[src/rtl/freelist_alloc_2w.sv]
// freelist_alloc_2w: dual-lane preg allocator feeding rename, merging flush returns with commit releases
// into the free-list write port; defining ALLOC_STATS_EN adds stall_cnt_o/alloc_cnt_o counters.
module freelist_alloc_2w #(
  parameter int PREG_WIDTH   = 5,
  parameter int FL_NUM_WIDTH = 6
) (
  input  logic                    clk,
  input  logic                    rst,
`ifdef ALLOC_STATS_EN
  output logic [31:0]             stall_cnt_o,
  output logic [31:0]             alloc_cnt_o,
`endif
  input  logic                    req_first_valid_i,
  input  logic                    req_second_valid_i,
  output logic                    req_ready_o,
  input  logic [FL_NUM_WIDTH-1:0] fl_num_i,
  output logic                    fl_rd_first_en_o,
  output logic                    fl_rd_second_en_o,
  input  logic [PREG_WIDTH-1:0]   fl_rdata_first_i,
  input  logic [PREG_WIDTH-1:0]   fl_rdata_second_i,
  output logic                    alloc_first_valid_o,
  output logic                    alloc_second_valid_o,
  output logic [PREG_WIDTH-1:0]   alloc_first_preg_o,
  output logic [PREG_WIDTH-1:0]   alloc_second_preg_o,
  input  logic                    alloc_ready_i,
  input  logic                    commit_first_en_i,
  input  logic                    commit_second_en_i,
  input  logic [PREG_WIDTH-1:0]   commit_first_preg_i,
  input  logic [PREG_WIDTH-1:0]   commit_second_preg_i,
  output logic                    commit_ready_o,
  input  logic                    flush_i,
  output logic                    fl_wr_first_en_o,
  output logic                    fl_wr_second_en_o,
  output logic [PREG_WIDTH-1:0]   fl_wdata_first_o,
  output logic [PREG_WIDTH-1:0]   fl_wdata_second_o
);
  logic [1:0] need;
  logic hold, accept, ret_pending, ret_load;
  logic ret_first_en, ret_second_en;
  logic [PREG_WIDTH-1:0] ret_first_preg, ret_second_preg;
  assign need = {1'b0, req_first_valid_i} + {1'b0, req_second_valid_i};
  assign hold = alloc_first_valid_o | alloc_second_valid_o;
  // whole pair or nothing, so rename stays in order
  assign accept = !flush_i && !ret_pending && (!hold || alloc_ready_i)
                  && (fl_num_i >= FL_NUM_WIDTH'(need));
  assign ret_load = flush_i && hold && !alloc_ready_i;
  assign req_ready_o = accept;
  assign fl_rd_first_en_o = accept & req_first_valid_i;
  assign fl_rd_second_en_o = accept & req_second_valid_i;
  assign commit_ready_o = !ret_pending;
  // a lone tag, returned or committed, always rides the first write port
  assign fl_wr_first_en_o = ret_pending ? ret_first_en : (commit_first_en_i | commit_second_en_i);
  assign fl_wr_second_en_o = ret_pending ? ret_second_en : (commit_first_en_i & commit_second_en_i);
  assign fl_wdata_first_o = ret_pending ? ret_first_preg
                          : (commit_first_en_i ? commit_first_preg_i : commit_second_preg_i);
  assign fl_wdata_second_o = ret_pending ? ret_second_preg : commit_second_preg_i;
  always_ff @(posedge clk or posedge rst) begin
    if (rst) begin
      alloc_first_valid_o <= 1'b0;
      alloc_second_valid_o <= 1'b0;
      alloc_first_preg_o <= '0;
      alloc_second_preg_o <= '0;
      ret_pending <= 1'b0;
      ret_first_en <= 1'b0;
      ret_second_en <= 1'b0;
      ret_first_preg <= '0;
      ret_second_preg <= '0;
    end else begin
      ret_pending <= ret_load;
      if (ret_load) begin
        ret_first_en <= 1'b1;
        ret_second_en <= alloc_first_valid_o & alloc_second_valid_o;
        ret_first_preg <= alloc_first_valid_o ? alloc_first_preg_o : alloc_second_preg_o;
        ret_second_preg <= alloc_second_preg_o;
      end
      if (accept) begin
        alloc_first_valid_o <= req_first_valid_i;
        alloc_second_valid_o <= req_second_valid_i;
        alloc_first_preg_o <= req_first_valid_i ? fl_rdata_first_i : '0;
        alloc_second_preg_o <= req_second_valid_i ? fl_rdata_second_i : '0;
      end else if (hold && (alloc_ready_i || flush_i)) begin
        alloc_first_valid_o <= 1'b0;
        alloc_second_valid_o <= 1'b0;
      end
    end
  end
`ifdef ALLOC_STATS_EN
  always_ff @(posedge clk or posedge rst) begin
    if (rst) begin
      stall_cnt_o <= '0;
      alloc_cnt_o <= '0;
    end else begin
      if (need != 2'd0 && !accept && !flush_i) stall_cnt_o <= stall_cnt_o + 32'd1;
      if (accept) alloc_cnt_o <= alloc_cnt_o + 32'(need);
    end
  end
`endif
endmodule

[config.mk]
export PLATFORM = sky130hd
export DESIGN_NAME = freelist_alloc_2w
export DESIGN_NICKNAME = d
export VERILOG_FILES = /design/src/rtl/freelist_alloc_2w.sv
export SDC_FILE = /design/constraint.sdc
export NUM_CORES = 1
export LEC_CHECK = 0
export ABC_AREA = 1
export ABC_CLOCK_PERIOD_IN_PS = 5100
export CAP_MARGIN = 20
export CELL_PAD_IN_SITES_DETAIL_PLACEMENT = 0
export CELL_PAD_IN_SITES_GLOBAL_PLACEMENT = 1
export CORE_MARGIN = 2
export CORE_UTILIZATION = 32
export CTS_BUF_LIST = sky130_fd_sc_hd__clkbuf_4 sky130_fd_sc_hd__clkbuf_8 sky130_fd_sc_hd__clkbuf_16
export CTS_CLUSTER_SIZE = 25
export DETAILED_ROUTE_END_ITERATION = 10
export PLACE_DENSITY = 0.93
export SKIP_CTS_REPAIR_TIMING = 1
export SKIP_LAST_GASP = 1
export SLEW_MARGIN = 0
export SYNTH_ARGS = -nofsm -noshare
export SYNTH_HDL_FRONTEND = slang
export SYNTH_SLANG_ARGS = --single-unit
[constraint.sdc]
create_clock -name clk -period 5.1 [get_ports clk]
set_input_delay 1.02 -clock clk [delete_from_list [all_inputs] [get_ports clk]]
set_output_delay 1.02 -clock clk [all_outputs]
set_load 0.005 [all_outputs]
---- Yosys cells after proc, flatten, opt, wreduce, memory -nomap -nowiden ----
Cells that the tools add are included.
storage, ports and cells
  register bits after elaboration ......... 25
  bits in latches ......................... 0
  bits in writable memories ............... 0
  ROM bits ................................ 0
  bits of input ports ..................... 34
  output and inout bits ................... 28
  logic and storage cells ................. 41
  memories kept ........................... 0
operators by class
  add/sub/neg operators ................... 1
  $mul .................................... 0
  div/mod/pow operators ................... 0
  magnitude comparators ................... 1
  eq/ne operators ......................... 0
  shift operators ......................... 0
  mux-type cells .......................... 11
  bitwise operators ....................... 6
  reductions and logical operators ........ 13
operator list
  kind                                                          count
  5-bit two-way mux                                             6
  6-bit by 2-bit greater-or-equal comparator with 1-bit output  1
  1-bit logical AND                                             6
  1-bit two-way mux                                             5
  1-bit AND                                                     4
  1-bit logical NOT                                             4
  1-bit by 1-bit adder with 2-bit output                        1
  1-bit logical OR                                              2
  1-bit OR                                                      2
  2-bit nonzero test                                            1

---- Longest topological paths before layout ----
  depth after elaboration ................. 6
  gate-level depth with buffers ........... 10
  gate-level depth less buffers ........... 9

---- Worst setup path after synthesis ----
Ideal clock, no wire load.
  path kind ............................... in2out
  start ................................... in req_first_valid_i
  end ..................................... out req_ready_o
  arrival time ............................ 2.117 ns
  data required time ...................... 4.080 ns
  slack ................................... 1.963 ns
  cell stages on the path ................. 9
  path buffers ............................ 1
  cell sequence ........................... ha_1 > ha_1 > inv_1 > nand2_1 > nand2_1 > nand3_1 > nand2_4 > buf_6 > inv_2
on the way
  cells in the longest elaborated chain, start to end .. 3
ends and longest elaborated chain
  what                                                          line  text
  start, declared                                               13    input logic req_first_valid_i,
  1-bit by 1-bit adder with 2-bit output                        41    assign need = {1'b0, req_first_valid_i} + {1'b0, req_second_valid_i};
  6-bit by 2-bit greater-or-equal comparator with 1-bit output  45    && (fl_num_i >= FL_NUM_WIDTH'(need));
  1-bit logical AND                                             45
  end, declared                                                 15    output logic req_ready_o,
Every way passes these cells.

---- Worst setup path after layout ----
  start ................................... in req_second_valid_i
  end ..................................... out req_ready_o
on the way
  cells in the longest elaborated chain, start to end .. 3
ends and longest elaborated chain
  what                                                          line  text
  start, declared                                               14    input logic req_second_valid_i,
  1-bit by 1-bit adder with 2-bit output                        41
  6-bit by 2-bit greater-or-equal comparator with 1-bit output  45
  1-bit logical AND                                             45
Every way passes these cells.

==> results.toml <==
[synthesis]
synthMuxAreaShare_pct = 0
syn_nets = 215
synthXorXnorAreaFrac_pct = 0
synth_fa_ha_area_share_pct = 2.62
syn_avg_cell_area_sq_um = 8.06
synth_area_sq_um = 1430
syn_inst = 178
synth_area_leaders = "dfrtp_1 (44%), nand2_1 (10%), o21ai_1 (7.3%)"
ys.warnings.count = 0
synth_top_area_share_pct = 43.6
synth_cell_types = 20
ys_ff_latch = 25
synth_compound_area_share_pct = 20.2
synth_top_family_by_area = "simple AND/OR/NAND/NOR gates"
synth_top_cell_by_area = "dfrtp_1"
ys_seq_area_share_pct = 43.6
yosys.area_share.simple_pct = 20.4

[placement]
port_buffers = 61
dp_hpwl_mm = 2.37
placedCellCount = 283
gp_congestion = 0.732

[power]
leakage_nw = 0.932
ir_drop_uv = 173
power_density_nw_per_um2 = 322

[global_route]
use_met1_pct = 18.7
grt_pass1_wl_mm = 5.40
antenna_found_initial = 0
grt_overflow = 0
grt_pass1_vias = 1201
groute.layer.met2.usage_pct = 19.9
grt_max_degree = 26
top_usage_layer = "met2"
grt_usage_pct = 13.2
grtUsageMet3_pct = 2.56

[sta]
worst_slew_pin_slew_ns = 0.922
hold_violations = 0
min_period_ns = 4.32
drv_slew = 0
hold_slack_ns = 0.454
rsz0062_at_grt = "no"
setup_viol = 0
setup_tns_ns = 0
slew_headroom_pct = 38.5
period_share_pct = 84.7
max_freq_ghz = 0.232
skew_ns = 0.00495

[critical_path]
max_stage_delay_ns = 0.62
crit_chain = "clkdlybuf4s50_1 > ha_1 > ha_1 > inv_1 > nand2_1 > nand2_1 > nand3_1 > nand2_4 > inv_2 > clkdlybuf4s50_1"
cp_top_family = "buffers and inverters"
critical_path_class = "in -> out"
endpoint_kind = "primary output"
arrival_ns = 3.30
startpoint_type = "input port"
critPathBufInv = 4
crit_slowest_cell = "clkdlybuf4s50_1"
cp.required_ns = 4.08
crit_path_max_fanout = 23

[cts]
htree_levels = 1
cts_buffers = 3
clk_pin_slew_ns = 0.08
clock_latency_ns = 0.28
root_buffer = "clkbuf_8"
tritoncts = "built"
clock_sinks = 25
cts_max_path_buffers = 2

[cells_and_area]
stdcell_count = 287
layout.nets = 273
syn_to_final_growth_pct = 46.1
mostFrequentLayoutCell = "clkdlybuf4s50_1"
mostFrequentLayoutCells = "clkdlybuf4s50_1 (61), nand2_1 (40), inv_1 (26), dfrtp_1 (25), o21ai_1 (21)"
fillers = 433
drive_above_1_share_pct = 13.2
diodes = 0

[floorplan]
die_h_um = 70.9
io_pins = 62
die_w_um = 70.9
rows = 24
start_util_pct = 33.2
die_area_sq_um = 5030
core_area_sq_um = 4320

[routing]
drtIter0Drc = 28
vias_per_cell = 4.39
via_count = 1259
finalWirelength_mm = 3.08
avgRoutedWirePerCell_um = 10.7
antenna_left = 0
drc = 0
first_pass_iters = 4

[job]
drv_cap = 0

[run_status]
status = "complete, no violations"

[worst_hold_path]
hp-class = "reg -> reg"
synthesized netlist by cell type (all sizes together):
cell type   n
dfrtp      25
o22ai       1
buf         7
clkinv      1
nand3       6
ha          3
clkbuf      1
nor2        6
inv        29
a21oi       5
o21ai      44
nand2      50
worst register-to-register path: cells and delay by family, from the launching register on:
family	cells	cell delay [ns]
and+or+nand+nor	5	0.63
buffers and inverters	1	0.15
DFF	1	0.73
state kept, by name, indices dropped and copies added (netlist names):
name,count
alloc_first_preg_o,5
ret_second_preg,5
alloc_first_valid_o,1
ret_second_en,1
ret_pending,1
alloc_second_preg_o,5
alloc_second_valid_o,1
ret_first_preg,5
ret_first_en,1
cell type report:
class	instances	area, sq um	share of cell area, %
repair buffers	61	611	29.2
well taps	52	65.1	3.11
multi-input cells	115	619	29.6
clock inverters	1	7.51	0.358
clock buffers	3	41.3	1.97
flip-flops and latches	25	626	29.9
inverters	30	125	5.97
power breakdown:
| part | switching [mW] | internal, mW | total, mW |
|---|---|---|---|
| Clock | 0.0650 | 0.0555 | 0.120 |
| Combinational | 0.112 | 0.139 | 0.251 |
| Sequential | 0.0473 | 0.256 | 0.303 |
stage by stage:
step	setup slack, ns	util, %	power [mW]	instance area [sq um]
after CTS	0.778	48.4	0.683	2090
after detailed placement	0.779	47.3	0.560	2050
final	0.782	48.4	0.675	2090
after global routing	0.601	48.4	0.728	2090
after global placement	0.797	47.3	0.554	2050
after floorplan	1.96	-	0.438	1430
worst paths after layout:
path	slack, ns	start	depth (start not counted)	endpoint
max in group asynchronous	3.29	rst	2	ret_first_en
worst min register to register	0.45	ret_first_en	2	ret_first_en
worst max register to register	3.53	ret_pending	6	alloc_second_valid_o
worst min-delay path	0.45	ret_first_en	2	ret_first_en
min in group asynchronous	1.24	rst	2	alloc_second_preg_o[2]
worst max-delay path	0.78	req_second_valid_i	10	req_ready_o
logic make-up after synthesis:
family / after synthesis
fa+ha+maj: 3
flops: 25
simple gates: 62
compound gates: 50
buf+inv: 38
per-layer routing:
metal | part of all wire, % | vias up
met3 | 6.3 | 5
met1 | 52 | 535
met2 | 40 | 43
met4 | 1.7 | 0
met5 | 0 | -
li1 | - | 676
Note: power is estimated with default switching activity, not from simulation.
